==> config.mk <==
export PLATFORM = sky130hd
export DESIGN_NAME = sync_filter_array
export DESIGN_NICKNAME = d
export VERILOG_FILES = /design/src/rtl/cdc_pkg.sv /design/src/rtl/sync_filter_chan.sv /design/src/rtl/sync_filter_array.sv
export SDC_FILE = /design/constraint.sdc
export NUM_CORES = 1
export LEC_CHECK = 0
export CAP_MARGIN = 10
export CORE_UTILIZATION = 47
export CTS_CLUSTER_SIZE = 16
export DETAILED_ROUTE_END_ITERATION = 7
export HOLD_SLACK_MARGIN = 0.03
export PLACE_DENSITY_LB_ADDON = 0.3
export SLEW_MARGIN = 10
export SYNTH_ARGS = -nofsm -noshare
export SYNTH_HDL_FRONTEND = slang
export SYNTH_SLANG_ARGS = --single-unit
==> constraint.sdc <==
create_clock -name dest_clk -period 2.3 [get_ports dest_clk]
set_input_delay 0.46 -clock dest_clk [delete_from_list [all_inputs] [get_ports dest_clk]]
set_output_delay 0.46 -clock dest_clk [all_outputs]
set_load 0.02 [all_outputs]
==> src/rtl/cdc_pkg.sv <==
// Shared CDC constants and helpers used by the synchronizer/filter blocks.
package cdc_pkg;

  localparam int MIN_STAGES = 2;
  localparam int MAX_STAGES = 6;

  // Ceiling log2; clog2(1) is 0, so callers must guard against zero-width results.
  function automatic int clog2(input int value);
    int result;
    int v;
    result = 0;
    v = value - 1;
    while (v > 0) begin
      result = result + 1;
      v = v >> 1;
    end
    return result;
  endfunction

endpackage

==> src/rtl/sync_filter_chan.sv <==
// One channel: STAGES-deep synchronizer, optional glitch filter, registered edge pulses.
module sync_filter_chan
  import cdc_pkg::*;
#(
  parameter int   STAGES        = 3,
  parameter int   FILTER_CYCLES = 0,
  parameter logic RESET_VAL     = 1'b0
) (
  input  logic dest_clk,
  input  logic dest_rst,
  input  logic async_in,
  output logic sync_out,
  output logic rise_pulse,
  output logic fall_pulse
);

  (* ASYNC_REG = "TRUE", DONT_RETIME = "TRUE" *) logic [STAGES-1:0] chain_reg;
  logic sync_level;
  logic update;
  logic new_level;
  logic rise_reg;
  logic fall_reg;

  always_ff @(posedge dest_clk or posedge dest_rst) begin
    if (dest_rst) chain_reg <= {STAGES{RESET_VAL}};
    else          chain_reg <= {chain_reg[STAGES-2:0], async_in};
  end

  assign sync_level = chain_reg[STAGES-1];

  generate
    if (FILTER_CYCLES == 0) begin : g_bypass
      // Look one stage ahead so the pulse register lands in the same cycle as the output.
      assign sync_out  = sync_level;
      assign update    = chain_reg[STAGES-2] != sync_level;
      assign new_level = chain_reg[STAGES-2];
    end else begin : g_filter
      localparam int CW = clog2(FILTER_CYCLES + 1);
      logic          out_reg;
      logic [CW-1:0] cnt_reg;

      assign update    = (sync_level != out_reg) && (cnt_reg == CW'(FILTER_CYCLES - 1));
      assign new_level = sync_level;
      assign sync_out  = out_reg;

      always_ff @(posedge dest_clk or posedge dest_rst) begin
        if (dest_rst) begin
          out_reg <= RESET_VAL;
          cnt_reg <= '0;
        end else if (sync_level == out_reg) begin
          cnt_reg <= '0;
        end else if (update) begin
          out_reg <= sync_level;
          cnt_reg <= '0;
        end else begin
          cnt_reg <= cnt_reg + CW'(1);
        end
      end
    end
  endgenerate

  always_ff @(posedge dest_clk or posedge dest_rst) begin
    if (dest_rst) begin
      rise_reg <= 1'b0;
      fall_reg <= 1'b0;
    end else begin
      rise_reg <= update & new_level;
      fall_reg <= update & ~new_level;
    end
  end

  assign rise_pulse = rise_reg;
  assign fall_pulse = fall_reg;

endmodule

==> src/rtl/sync_filter_array.sv <==
// Array of independent single-bit synchronizers with glitch filter and edge pulses.
module sync_filter_array
  import cdc_pkg::*;
#(
  parameter int                  CHANNELS      = 4,
  parameter int                  STAGES        = 3,
  parameter int                  FILTER_CYCLES = 0,
  parameter logic [CHANNELS-1:0] RESET_VAL     = '0
) (
  input  logic                dest_clk,
  input  logic                dest_rst,
  input  logic [CHANNELS-1:0] async_in,
  output logic [CHANNELS-1:0] sync_out,
  output logic [CHANNELS-1:0] rise_pulse,
  output logic [CHANNELS-1:0] fall_pulse,
  output logic                change_any
);

  generate
    if (STAGES < MIN_STAGES || STAGES > MAX_STAGES) begin : g_bad_stages
      $error("sync_filter_array: STAGES out of range");
    end
    if (CHANNELS < 1 || CHANNELS > 64) begin : g_bad_channels
      $error("sync_filter_array: CHANNELS out of range");
    end
    if (FILTER_CYCLES < 0 || FILTER_CYCLES > 255) begin : g_bad_filter
      $error("sync_filter_array: FILTER_CYCLES out of range");
    end
  endgenerate

  genvar gi;
  generate
    for (gi = 0; gi < CHANNELS; gi++) begin : g_chan
      sync_filter_chan #(
        .STAGES       (STAGES),
        .FILTER_CYCLES(FILTER_CYCLES),
        .RESET_VAL    (RESET_VAL[gi])
      ) u_chan (
        .dest_clk  (dest_clk),
        .dest_rst  (dest_rst),
        .async_in  (async_in[gi]),
        .sync_out  (sync_out[gi]),
        .rise_pulse(rise_pulse[gi]),
        .fall_pulse(fall_pulse[gi])
      );
    end
  endgenerate

  assign change_any = |(rise_pulse | fall_pulse);

endmodule
==> results of run 1 <==
power groups by stage:
stage	sequential, mW	combinational, mW	clock [mW]
6_report	0.378	0.0604	0.272
5_1_grt	0.381	0.0656	0.300
4_1_cts	0.379	0.0617	0.281
3_5_place_dp	0.386	0.0616	0
3_3_place_gp	0.384	0.0603	0
2_1_floorplan	0.383	0.0434	0
final cells by class:
| type | count | area [sq um] |
|---|---|---|
| sequential | 20 | 500 |
| clock inverter | 1 | 30.0 |
| clock buffer | 3 | 22.5 |
| timing repair buffer | 18 | 180 |
| multi-input combinational | 11 | 66.3 |
| tap | 15 | 18.8 |
| inverter | 1 | 3.75 |
| fill | 108 | 479 |
kinds of logic after synthesis:
| logic type | count (synthesis) |
|---|---|
| buffers and inverters | 13 |
| and+or+nand+nor | 11 |
| DFF | 20 |
worst max-delay path, stage by stage (launching register included):
cell and delay [ns]:
sky130_fd_sc_hd__dfrtp_1 0.39, sky130_fd_sc_hd__nor4_1 0.30, sky130_fd_sc_hd__nand2_1 0.08, sky130_fd_sc_hd__clkdlybuf4s50_1 0.54
routing by layer:
| metal | vias to the layer above | wire length [um] | GRT usage |
|---|---|---|---|
| met1 | 156 | 258 | 0.113 |
| met3 | 0 | 45 | 0.0341 |
| met2 | 15 | 404 | 0.180 |
| met4 | 0 | 0 | 0.0517 |
| li1 | 145 | - | - |
| met5 | - | 0 | 0 |
per-stage QoR:
step	area (sq um)	setup WS, ns	cells
floorplan	661	1.06	44
global placement	769	0.582	65
detailed placement	769	0.532	65
CTS	822	0.194	69
global route	822	0.139	69
finish	822	0.240	69
path summary, 6_finish.rpt:
| check | slack, ns | end | start | depth (start not counted) |
|---|---|---|---|---|
| max reg2reg | 1.66 | g_chan[1].u_chan.fall_pulse$_DFF_PP0_ | g_chan[1].u_chan.chain_reg[2]$_DFF_PP0_ | 1 |
| min reg2reg | 0.36 | g_chan[0].u_chan.chain_reg[1]$_DFF_PP0_ | g_chan[0].u_chan.chain_reg[0]$_DFF_PP0_ | 0 |
| max in group asynchronous | 1.30 | g_chan[1].u_chan.rise_pulse$_DFF_PP0_ | dest_rst | 2 |
| max | 0.24 | change_any | g_chan[1].u_chan.fall_pulse$_DFF_PP0_ | 3 |
| min | 0.36 | g_chan[0].u_chan.chain_reg[1]$_DFF_PP0_ | g_chan[0].u_chan.chain_reg[0]$_DFF_PP0_ | 0 |
| min in group asynchronous | 0.57 | g_chan[3].u_chan.chain_reg[0]$_DFF_PP0_ | dest_rst | 2 |
layout by cell type, fill, tap and decap left out:
master / n
sky130_fd_sc_hd__bufinv_16: 1
sky130_fd_sc_hd__clkbuf_4: 3
sky130_fd_sc_hd__clkdlybuf4s50_1: 18
sky130_fd_sc_hd__dfrtp_1: 20
sky130_fd_sc_hd__inv_1: 1
sky130_fd_sc_hd__nand2_1: 1
sky130_fd_sc_hd__nor2b_1: 8
sky130_fd_sc_hd__nor4_1: 2
==> impl_summary.txt, run 1 <==
----------------------------------------------------
[STA]
  Relative slew margins ... 0.542
  Final Skew ... 0.00127 ns
  Total Negative Setup Slacks ... 0 ns
  Slew at the pin with the worst max-slew slack ... 0.687 ns
  Pins over their slew limit ... 0
  Final Hold Fails ... 0
  Number of failing setup endpoints in the final timing report ... 0
  Period Utilization, post-route ... 0.896
  Final hold slack ... 0.360 ns
  Shortest period the worst path allows ... 2.06 ns
  RSZ-0062 raised after global routing ... no
  F_max ... 486 MHz

[Clock tree]
  Max Buffers Root-to-Sink ... 2
  Post-CTS resize count ... 0
  Insertion delay to the later sink of the worst-skew pair ... 0.29 ns
  Hold Buf Count CTS ... 0
  Clock buffer count from CTS ... 3
  Clock transition time at the flip-flop clock pins of the worst setup and hold paths ... 0.10 ns
  CTS Root Buffer Type ... sky130_fd_sc_hd__clkbuf_4
  Clk sink count ... 20
  Setup bufs post-CTS ... 0
  Level count of the clock H-tree ... 1
  Clock tree from TritonCTS ... built

[Drt]
  Remaining routing DRC violations ... 0
  Number of detailed-route iterations in the first pass ... 1
  Number of nets still failing antenna checks after routing ... 0
  Initial detailed-routing violation count ... 0
  Routed vias/inst ... 4.58
  Number of vias after detailed routing ... 316
  Final routed wire length divided by cell count ... 10.3 um
  Wirelength, routed ... 709 um

[Power and ir drop]
  Sw power ... 134 uW
  VDD IR max ... 0.000689 V
  Switching part of the total power ... 0.189
  Overall Power ... 711 uW
  Share of power burned in combinational logic ... 0.085
  Internal Dissipation ... 577 uW
  Total power per unit cell area ... 865 nW/um^2
  Leakage power of the design ... 0.365 nW
  Share of total power in sequential cells ... 0.532
  Clock network fraction of design power ... 0.383

[Logic synthesis]
  Sequential element share of the synthesized area ... 0.758
  Syn nets ... 50
  Post-Synth Adder-Cell Area ... 0
  Share of the synthesized area in compound gates (AO/OA/AOI/OAI) ... 0
  Number of enable flip-flop cells after synthesis ... 0
  Avg Inst Size Synth ... 15.0 sq um
  Number of register bits inferred by synthesis ... 20
  Fraction of synthesis flops using an asynchronous set or reset pin ... 1.00
  Synthesized-area fraction occupied by and/or/nand/nor cells ... 0.100
  Dominant cell type by area after synthesis ... sky130_fd_sc_hd__dfrtp_1
  Top cell type's share of synthesized area ... 0.758
  Most area-consuming cells after synthesis ... sky130_fd_sc_hd__dfrtp_1 76%, sky130_fd_sc_hd__buf_4 14%, sky130_fd_sc_hd__nor2b_1 7.6%
  Dominant cell by count in the synthesized netlist ... sky130_fd_sc_hd__dfrtp_1
  Count of distinct cell types in the synthesized netlist ... 6
  Multiplexer share of the synthesized area ... 0
  Xor and xnor area share after synthesis ... 0
  YS warnings ... 0
  Most used flip-flop cell after synthesis ... sky130_fd_sc_hd__dfrtp_1
  Synthesized netlist cell count ... 44
  Cell area after synthesis ... 661 sq um
  Main combinational cell family by area after synthesis ... buffers and inverters
  Cell types with the highest counts after synthesis ... 20 x sky130_fd_sc_hd__dfrtp_1, 12 x sky130_fd_sc_hd__buf_4, 8 x sky130_fd_sc_hd__nor2b_1

[Floorplan]
  Horiz. Die Dim ... 39.5 um
  Area of the die ... 1560 sq um
  Height of the chip ... 39.5 um
  I/O pin total ... 19
  Initial Utilization ... 0.508
  Area of the core region ... 1300 sq um
  Std-Cell Rows ... 13

[Job]
  Count of maximum capacitance violations ... 0

[Layout]
  Area growth from synthesis to layout ... 24.4%
  Ratio of cells with drive above 1 in the final layout ... 0.0741
  Max FFs per register ... 12
  Fin nets ... 61
  Count of inserted antenna diode cells ... 0
  Post-layout util ... 0.632

[Global routing]
  Global-route wire length before repair ... 1030 um
  Vias in the first global route ... 268
  Maximum number of pins on one net before global-route repair ... 21
  Number of antenna violations at the first check in global routing ... 0
  GRT overflow ... 0
  Overall global routing resource usage ... 0.105

[Hold path]
  Hold WC Path Type ... flop to flop

[Placed design]
  PortBufs ... 18
  Post-DP HPWL ... 560 um
  Final weighted congestion in routability-driven placement ... 0.600

[Setup path]
  Required time of the worst setup path ... 1.84 ns
  Sort of element at the end of the critical path ... primary output
  Setup CP Type ... flop to primary output
  CP max FO ... 2
  Arrival time reported for the critical path endpoint ... 1.60 ns
  Critical path startpoint category ... flop

[Run status]
  Result of the run ... finished, final reports clean

----------------------------------------------------
No activity file was read; power rests on OpenSTA's default activity.
==> run 2: changes to the inputs <==
- CTS_BUF_LIST: default -> sky130_fd_sc_hd__clkbuf_16
- SETUP_SLACK_MARGIN: default -> 0.3
==> run 2 against run 1 <==
Clock power is 73% higher. Worst setup slack improved by 0.29 ns. Clock-buffer cell count did not move. Non-clock buffer count did not move. Sequential power is essentially flat. Combinational power decreased by 1%. Core utilization increased by 3.9 points. Maximum frequency up 16%. Sequential share of layout area shrank 3.6 points. Critical path type unchanged. Critical endpoint unchanged. Largest cell class unchanged.
==> impl_summary.txt, run 2 (synthesis results as in run 1) <==
----------------------------------------------------
[Layout]
  Storage cell area ... 500 sq um (unchanged)
  Max FFs per register ... 12 (unchanged)
  Filler Cells Inserted ... 96 (was 108)
  Ratio of cells with drive above 1 in the final layout ... 0.0741 (unchanged)
  Area growth from synthesis to layout ... 32.2% (was 24.4%)
  Area of all placed cells without fillers ... 873 sq um (was 822 sq um)
  Multi-input combinational cell area ... 66.3 sq um (unchanged)
  Most common cell after layout, fill and taps aside ... sky130_fd_sc_hd__dfrtp_1 (unchanged)
  Fin nets ... 61 (unchanged)
  Post-layout util ... 0.671 (was 0.632)
  Count of inserted antenna diode cells ... 0 (unchanged)
  Most frequent cells in the layout ... 20 x sky130_fd_sc_hd__dfrtp_1, 17 x sky130_fd_sc_hd__clkdlybuf4s50_1, 8 x sky130_fd_sc_hd__nor2b_1, 3 x sky130_fd_sc_hd__clkbuf_16, 2 x sky130_fd_sc_hd__nor4_1 (was 20 x sky130_fd_sc_hd__dfrtp_1, 18 x sky130_fd_sc_hd__clkdlybuf4s50_1, 8 x sky130_fd_sc_hd__nor2b_1, 3 x sky130_fd_sc_hd__clkbuf_4, 2 x sky130_fd_sc_hd__nor4_1)

[Drt]
  Number of nets still failing antenna checks after routing ... 0 (unchanged)
  Final routed wire length divided by cell count ... 10.9 um (was 10.3 um)
  Remaining routing DRC violations ... 0 (unchanged)
  Number of vias after detailed routing ... 318 (was 316)
  Number of detailed-route iterations in the first pass ... 1 (unchanged)
  Initial detailed-routing violation count ... 0 (unchanged)
  Wirelength, routed ... 754 um (was 709 um)
  Routed vias/inst ... 4.61 (was 4.58)

[STA]
  Shortest period the worst path allows ... 1.77 ns (was 2.06 ns)
  Period Utilization, post-route ... 0.769 (was 0.896)
  Total Negative Setup Slacks ... 0 ns (unchanged)
  RSZ-0062 raised after global routing ... no (unchanged)
  Number of failing setup endpoints in the final timing report ... 0 (unchanged)
  Relative slew margins ... 0.531 (was 0.542)
  F_max ... 566 MHz (was 486 MHz)
  Final Skew ... 0.00532 ns (was 0.00127 ns)
  Pins over their slew limit ... 0 (unchanged)
  Slew at the pin with the worst max-slew slack ... 0.703 ns (was 0.687 ns)
  Final Hold Fails ... 0 (unchanged)

[Floorplan]
  Height of the chip ... 39.5 um (unchanged)
  Area of the core region ... 1300 sq um (unchanged)
  Area of the die ... 1560 sq um (unchanged)
  I/O pin total ... 19 (unchanged)
  Std-Cell Rows ... 13 (unchanged)
  Initial Utilization ... 0.508 (unchanged)
  Horiz. Die Dim ... 39.5 um (unchanged)

[Run status]
  Result of the run ... finished, final reports clean (unchanged)

[Clock tree]
  Insertion delay to the later sink of the worst-skew pair ... 0.25 ns (was 0.29 ns)
  CTS Root Buffer Type ... sky130_fd_sc_hd__clkbuf_16 (was sky130_fd_sc_hd__clkbuf_4)
  Level count of the clock H-tree ... 1 (unchanged)
  Clk sink count ... 20 (unchanged)
  Clock tree from TritonCTS ... built (unchanged)
  Max Buffers Root-to-Sink ... 2 (unchanged)
  Clock buffer count from CTS ... 3 (unchanged)
  Setup bufs post-CTS ... 0 (unchanged)
  Clock transition time at the flip-flop clock pins of the worst setup and hold paths ... 0.06 ns (was 0.10 ns)

[Global routing]
  Maximum number of pins on one net before global-route repair ... 21 (unchanged)
  Global-route wire length before repair ... 1130 um (was 1030 um)
  GRT overflow ... 0 (unchanged)
  Overall global routing resource usage ... 0.121 (was 0.105)
  Vias in the first global route ... 277 (was 268)
  Number of antenna violations at the first check in global routing ... 0 (unchanged)

[Job]
  Count of maximum capacitance violations ... 0 (unchanged)

[Placed design]
  Final weighted congestion in routability-driven placement ... 0.600 (unchanged)
  PortBufs ... 18 (unchanged)
  Post-DP HPWL ... 560 um (unchanged)
  Instance area at placement ... 769 sq um (unchanged)

[Setup path]
  Setup CP Type ... flop to primary output (unchanged)
  CP max FO ... 2 (unchanged)
  Arrival time reported for the critical path endpoint ... 1.31 ns (was 1.60 ns)
  Required time of the worst setup path ... 1.84 ns (about the same)
  Critical path startpoint category ... flop (unchanged)
  Sort of element at the end of the critical path ... primary output (unchanged)

[Power and ir drop]
  Leakage power of the design ... 0.387 nW (was 0.365 nW)
  VDD IR max ... 0.000717 V (was 0.000689 V)
  Total power per unit cell area ... 1040 nW/um^2 (was 865 nW/um^2)

[Hold path]
  Hold WC Path Type ... flop to flop (unchanged)

----------------------------------------------------
[run 2: cell types whose count changed in the layout (fill, tap and decap cells not counted), sizes merged]
cell           before  now
dlygate4sd2         0    1
clkdlybuf4s50      18   17
[run 2: final cells by class]
class / instances / share of cell area
Sequential cell: 20 / 0.573
Timing Repair Buffer: 18 / 0.205
Inverter: 1 / 0.00430
Tap cell: 15 / 0.0215
Clock inverter: 1 / 0.0344
Multi-Input combinational cell: 11 / 0.0759
Clock buffer: 3 / 0.0860
[run 2: stage by stage]
step	hold WS [ns]	power, mW	cells	worst slack (ns)
after global routing	0.354	0.943	69	0.462
final	0.346	0.910	69	0.532
after CTS	0.352	0.914	69	0.503
after global placement	0.335	0.444	65	0.582
after floorplan	0.331	0.427	44	1.06
after detailed placement	0.336	0.448	65	0.532
[run 2: metal layers]
metal  share of wire  GRT usage
met4           0.025      0.103
met3           0.074     0.0341
met5               0          0
met1            0.42      0.135
met2            0.48      0.189
[run 2: power by group]
part | switching [mW] | leakage, nW | internal, mW
Combinational | 0.0288 | 0.0931 | 0.0309
Clock | 0.126 | 0.0511 | 0.345
Sequential | 0.00933 | 0.243 | 0.370
[run 2: final timing paths]
check	depth (start not counted)	start	to	slack [ns]
setup reg to reg	1	g_chan[1].u_chan.chain_reg[2]$_DFF_PP0_	g_chan[1].u_chan.fall_pulse$_DFF_PP0_	1.66
setup / recovery	3	g_chan[1].u_chan.fall_pulse$_DFF_PP0_	change_any	0.53
hold reg to reg	0	g_chan[3].u_chan.chain_reg[0]$_DFF_PP0_	g_chan[3].u_chan.chain_reg[1]$_DFF_PP0_	0.35
max in group asynchronous	2	dest_rst	g_chan[2].u_chan.chain_reg[2]$_DFF_PP0_	1.23
hold / removal	0	g_chan[3].u_chan.chain_reg[0]$_DFF_PP0_	g_chan[3].u_chan.chain_reg[1]$_DFF_PP0_	0.35
min in group asynchronous	2	dest_rst	g_chan[3].u_chan.chain_reg[1]$_DFF_PP0_	0.62
[run 2: worst max-delay path, stage by stage, from the launching register on]
cell                            delay, ns
sky130_fd_sc_hd__dfrtp_1             0.37
sky130_fd_sc_hd__nor4_1              0.29
sky130_fd_sc_hd__nand2_1             0.07
sky130_fd_sc_hd__dlygate4sd2_1       0.32
[run 2: what timing repair did]
action,CTS,global route
gates resized for setup,1,0
hold endpoints to repair,0,0
endpoints found under the setup margin,1,0
hold buffers,0,0
==> run 3: changes to the inputs <==
- CORE_UTILIZATION: 47 -> 44
- clock period: 2.3 -> 1.8 ns (I/O delays scaled with it)
==> run 3 against run 2 <==
Design area is 2.6% lower. Cell count unchanged. Critical endpoint unchanged. First-iteration DRC count rose by 3. Largest cell class unchanged.
==> impl_summary.txt, run 3 (synthesis results as in run 1) <==
----------------------------------------------------
[Clock tree]
  CTS Root Buffer Type ... sky130_fd_sc_hd__clkbuf_16 (unchanged)
  Max Buffers Root-to-Sink ... 2 (unchanged)
  Clk sink count ... 20 (unchanged)
  Clock tree from TritonCTS ... built (unchanged)
  Level count of the clock H-tree ... 1 (unchanged)
  Clock transition time at the flip-flop clock pins of the worst setup and hold paths ... 0.05 ns (was 0.06 ns)
  Setup bufs post-CTS ... 0 (unchanged)
  Insertion delay to the later sink of the worst-skew pair ... 0.24 ns (was 0.25 ns)
  Clock buffer count from CTS ... 3 (unchanged)
  Hold Buf Count CTS ... 0 (unchanged)

[Drt]
  Initial detailed-routing violation count ... 3 (was 0)
  Number of detailed-route iterations in the first pass ... 2 (was 1)
  Wirelength, routed ... 778 um (was 754 um)
  Routed vias/inst ... 4.48 (was 4.61)
  Number of vias after detailed routing ... 309 (was 318)
  Number of nets still failing antenna checks after routing ... 0 (unchanged)
  Final routed wire length divided by cell count ... 11.3 um (was 10.9 um)
  Remaining routing DRC violations ... 0 (unchanged)

[Layout]
  Post-layout util ... 0.630 (was 0.671)
  Max FFs per register ... 12 (unchanged)
  Count of inserted antenna diode cells ... 0 (unchanged)
  Multi-input combinational cell area ... 78.8 sq um (was 66.3 sq um)
  Area growth from synthesis to layout ... 28.8% (was 32.2%)
  Non-filler cells in the finished layout ... 69 (unchanged)
  Area of all placed cells without fillers ... 851 sq um (was 873 sq um)
  Most frequent cells in the layout ... 20 x sky130_fd_sc_hd__dfrtp_1, 12 x sky130_fd_sc_hd__dlygate4sd2_1, 8 x sky130_fd_sc_hd__nor2b_1, 5 x sky130_fd_sc_hd__clkdlybuf4s50_1, 3 x sky130_fd_sc_hd__clkbuf_16 (was 20 x sky130_fd_sc_hd__dfrtp_1, 17 x sky130_fd_sc_hd__clkdlybuf4s50_1, 8 x sky130_fd_sc_hd__nor2b_1, 3 x sky130_fd_sc_hd__clkbuf_16, 2 x sky130_fd_sc_hd__nor4_1)
  Storage cell area ... 500 sq um (unchanged)
  Fin nets ... 62 (was 61)
  Filler Cells Inserted ... 105 (was 96)
  Most common cell after layout, fill and taps aside ... sky130_fd_sc_hd__dfrtp_1 (unchanged)
  Ratio of cells with drive above 1 in the final layout ... 0.130 (was 0.0741)

[STA]
  Relative slew margins ... 0.835 (was 0.531)
  Period Utilization, post-route ... 0.817
  Number of failing setup endpoints in the final timing report ... 0 (unchanged)
  Final Hold Fails ... 0 (unchanged)
  F_max ... 680 MHz
  Final Skew ... 0.00229 ns (was 0.00532 ns)
  Total Negative Setup Slacks ... 0 ns (unchanged)
  Slew at the pin with the worst max-slew slack ... 0.247 ns (was 0.703 ns)
  Post-layout worst setup margin ... 0.329 ns (was 0.532 ns)
  RSZ-0062 raised after global routing ... yes (was no)
  Shortest period the worst path allows ... 1.47 ns
  Pins over their slew limit ... 0 (unchanged)

[Job]
  Count of maximum capacitance violations ... 0 (unchanged)

[Power and ir drop]
  Share of power burned in combinational logic ... 0.072 (was 0.066)
  Internal Dissipation ... 799 uW (was 746 uW)
  Clock network fraction of design power ... 0.436 (was 0.517)
  VDD IR max ... 0.000737 V (was 0.000717 V)
  Sw power ... 190 uW (was 164 uW)
  Share of total power in sequential cells ... 0.492 (was 0.417)
  Leakage power of the design ... 0.413 nW (was 0.387 nW)
  Total power per unit cell area ... 1160 nW/um^2 (was 1040 nW/um^2)
  Switching part of the total power ... 0.192 (was 0.180)

[Placed design]
  PortBufs ... 18 (unchanged)
  Final weighted congestion in routability-driven placement ... 0.569 (was 0.600)
  Post-DP HPWL ... 542 um (was 560 um)
  Instance area at placement ... 777 sq um (was 769 sq um)
  Placed Instances ... 66 (was 65)
  Pre-CTS setup slack ... 0.157 ns (was 0.532 ns)

[Global routing]
  Vias in the first global route ... 282 (was 277)
  Maximum number of pins on one net before global-route repair ... 21 (unchanged)
  Global-route wire length before repair ... 1170 um (was 1130 um)
  Number of antenna violations at the first check in global routing ... 0 (unchanged)
  Overall global routing resource usage ... 0.121 (about the same)
  GRT overflow ... 0 (unchanged)

[Setup path]
  Required time of the worst setup path ... 1.44 ns (was 1.84 ns)
  Buffer and inverter count on the worst path ... 1 (unchanged)
  Largest stage delay, worst path ... 0.38 ns (was 0.37 ns)
  Kind of cell adding the most delay to the critical path ... flip-flops (unchanged)
  Critical-path top delay cell ... sky130_fd_sc_hd__dfrtp_1 (unchanged)
  Cells along the critical path ... nor4_2, nand2_1, buf_6 (was nor4_1, nand2_1, dlygate4sd2_1)
  Critical path startpoint category ... flop (unchanged)
  Sort of element at the end of the critical path ... primary output (unchanged)
  CP max FO ... 2 (unchanged)
  Setup CP Type ... flop to primary output (unchanged)
  Arrival time reported for the critical path endpoint ... 1.11 ns (was 1.31 ns)

[Floorplan]
  Area of the core region ... 1350 sq um (was 1300 sq um)
  Initial Utilization ... 0.489 (was 0.508)
  Horiz. Die Dim ... 40.8 um (was 39.5 um)
  Height of the chip ... 40.8 um (was 39.5 um)
  I/O pin total ... 19 (unchanged)
  Std-Cell Rows ... 13 (unchanged)
  Area of the die ... 1660 sq um (was 1560 sq um)

[Run status]
  Result of the run ... finished, final reports clean (unchanged)

[Hold path]
  Hold WC Path Type ... flop to flop (unchanged)

----------------------------------------------------
run 3: through the flow:
stage | total power [mW] | hold WS (ns)
6_report | 0.989 | 0.345
5_1_grt | 1.03 | 0.358
4_1_cts | 0.999 | 0.346
3_5_place_dp | 0.574 | 0.335
3_3_place_gp | 0.570 | 0.332
2_1_floorplan | 0.545 | 0.324
run 3: metal layers:
metal / up-vias / global-route usage / routed length (um)
met5: - / 0 / 0
met4: 0 / 0.100 / 7
met3: 2 / 0.0489 / 47
met2: 15 / 0.179 / 386
met1: 143 / 0.135 / 337
li1: 149 / - / -
run 3: power groups by stage:
stage	sequential [mW]	combinational, mW	clock [mW]
floorplan	0.490	0.0555	0
CTS	0.486	0.0701	0.443
global placement	0.491	0.0791	0
global route	0.489	0.0781	0.461
detailed placement	0.493	0.0803	0
finish	0.486	0.0709	0.431
run 3: timing repair:
action,in CTS,in global routing
pin swaps,0,3
resized for setup,17,3
setup endpoints to repair,13,1
endpoints found under the hold margin,0,0
gates cloned,0,0
run 3: cell type report:
class                           count  area share
Clock buffer                        3      0.0882
Timing Repair Buffer               19       0.204
Inverter                            1     0.00441
Sequential cell                    20       0.588
Multi-Input combinational cell     11      0.0926
Tap cell                           15      0.0221
run 3: path summary, 6_finish.rpt:
kind / start / endpoint / slack, ns / cells past startpoint
setup / recovery: g_chan[0].u_chan.rise_pulse$_DFF_PP0_ / change_any / 0.33 / 3
hold / removal: g_chan[0].u_chan.chain_reg[0]$_DFF_PP0_ / g_chan[0].u_chan.chain_reg[1]$_DFF_PP0_ / 0.35 / 0
setup reg to reg: g_chan[0].u_chan.chain_reg[1]$_DFF_PP0_ / g_chan[0].u_chan.rise_pulse$_DFF_PP0_ / 1.16 / 1
hold reg to reg: g_chan[0].u_chan.chain_reg[0]$_DFF_PP0_ / g_chan[0].u_chan.chain_reg[1]$_DFF_PP0_ / 0.35 / 0
max in group asynchronous: dest_rst / g_chan[2].u_chan.fall_pulse$_DFF_PP0_ / 1.17 / 3
min in group asynchronous: dest_rst / g_chan[1].u_chan.chain_reg[0]$_DFF_PP0_ / 0.43 / 3
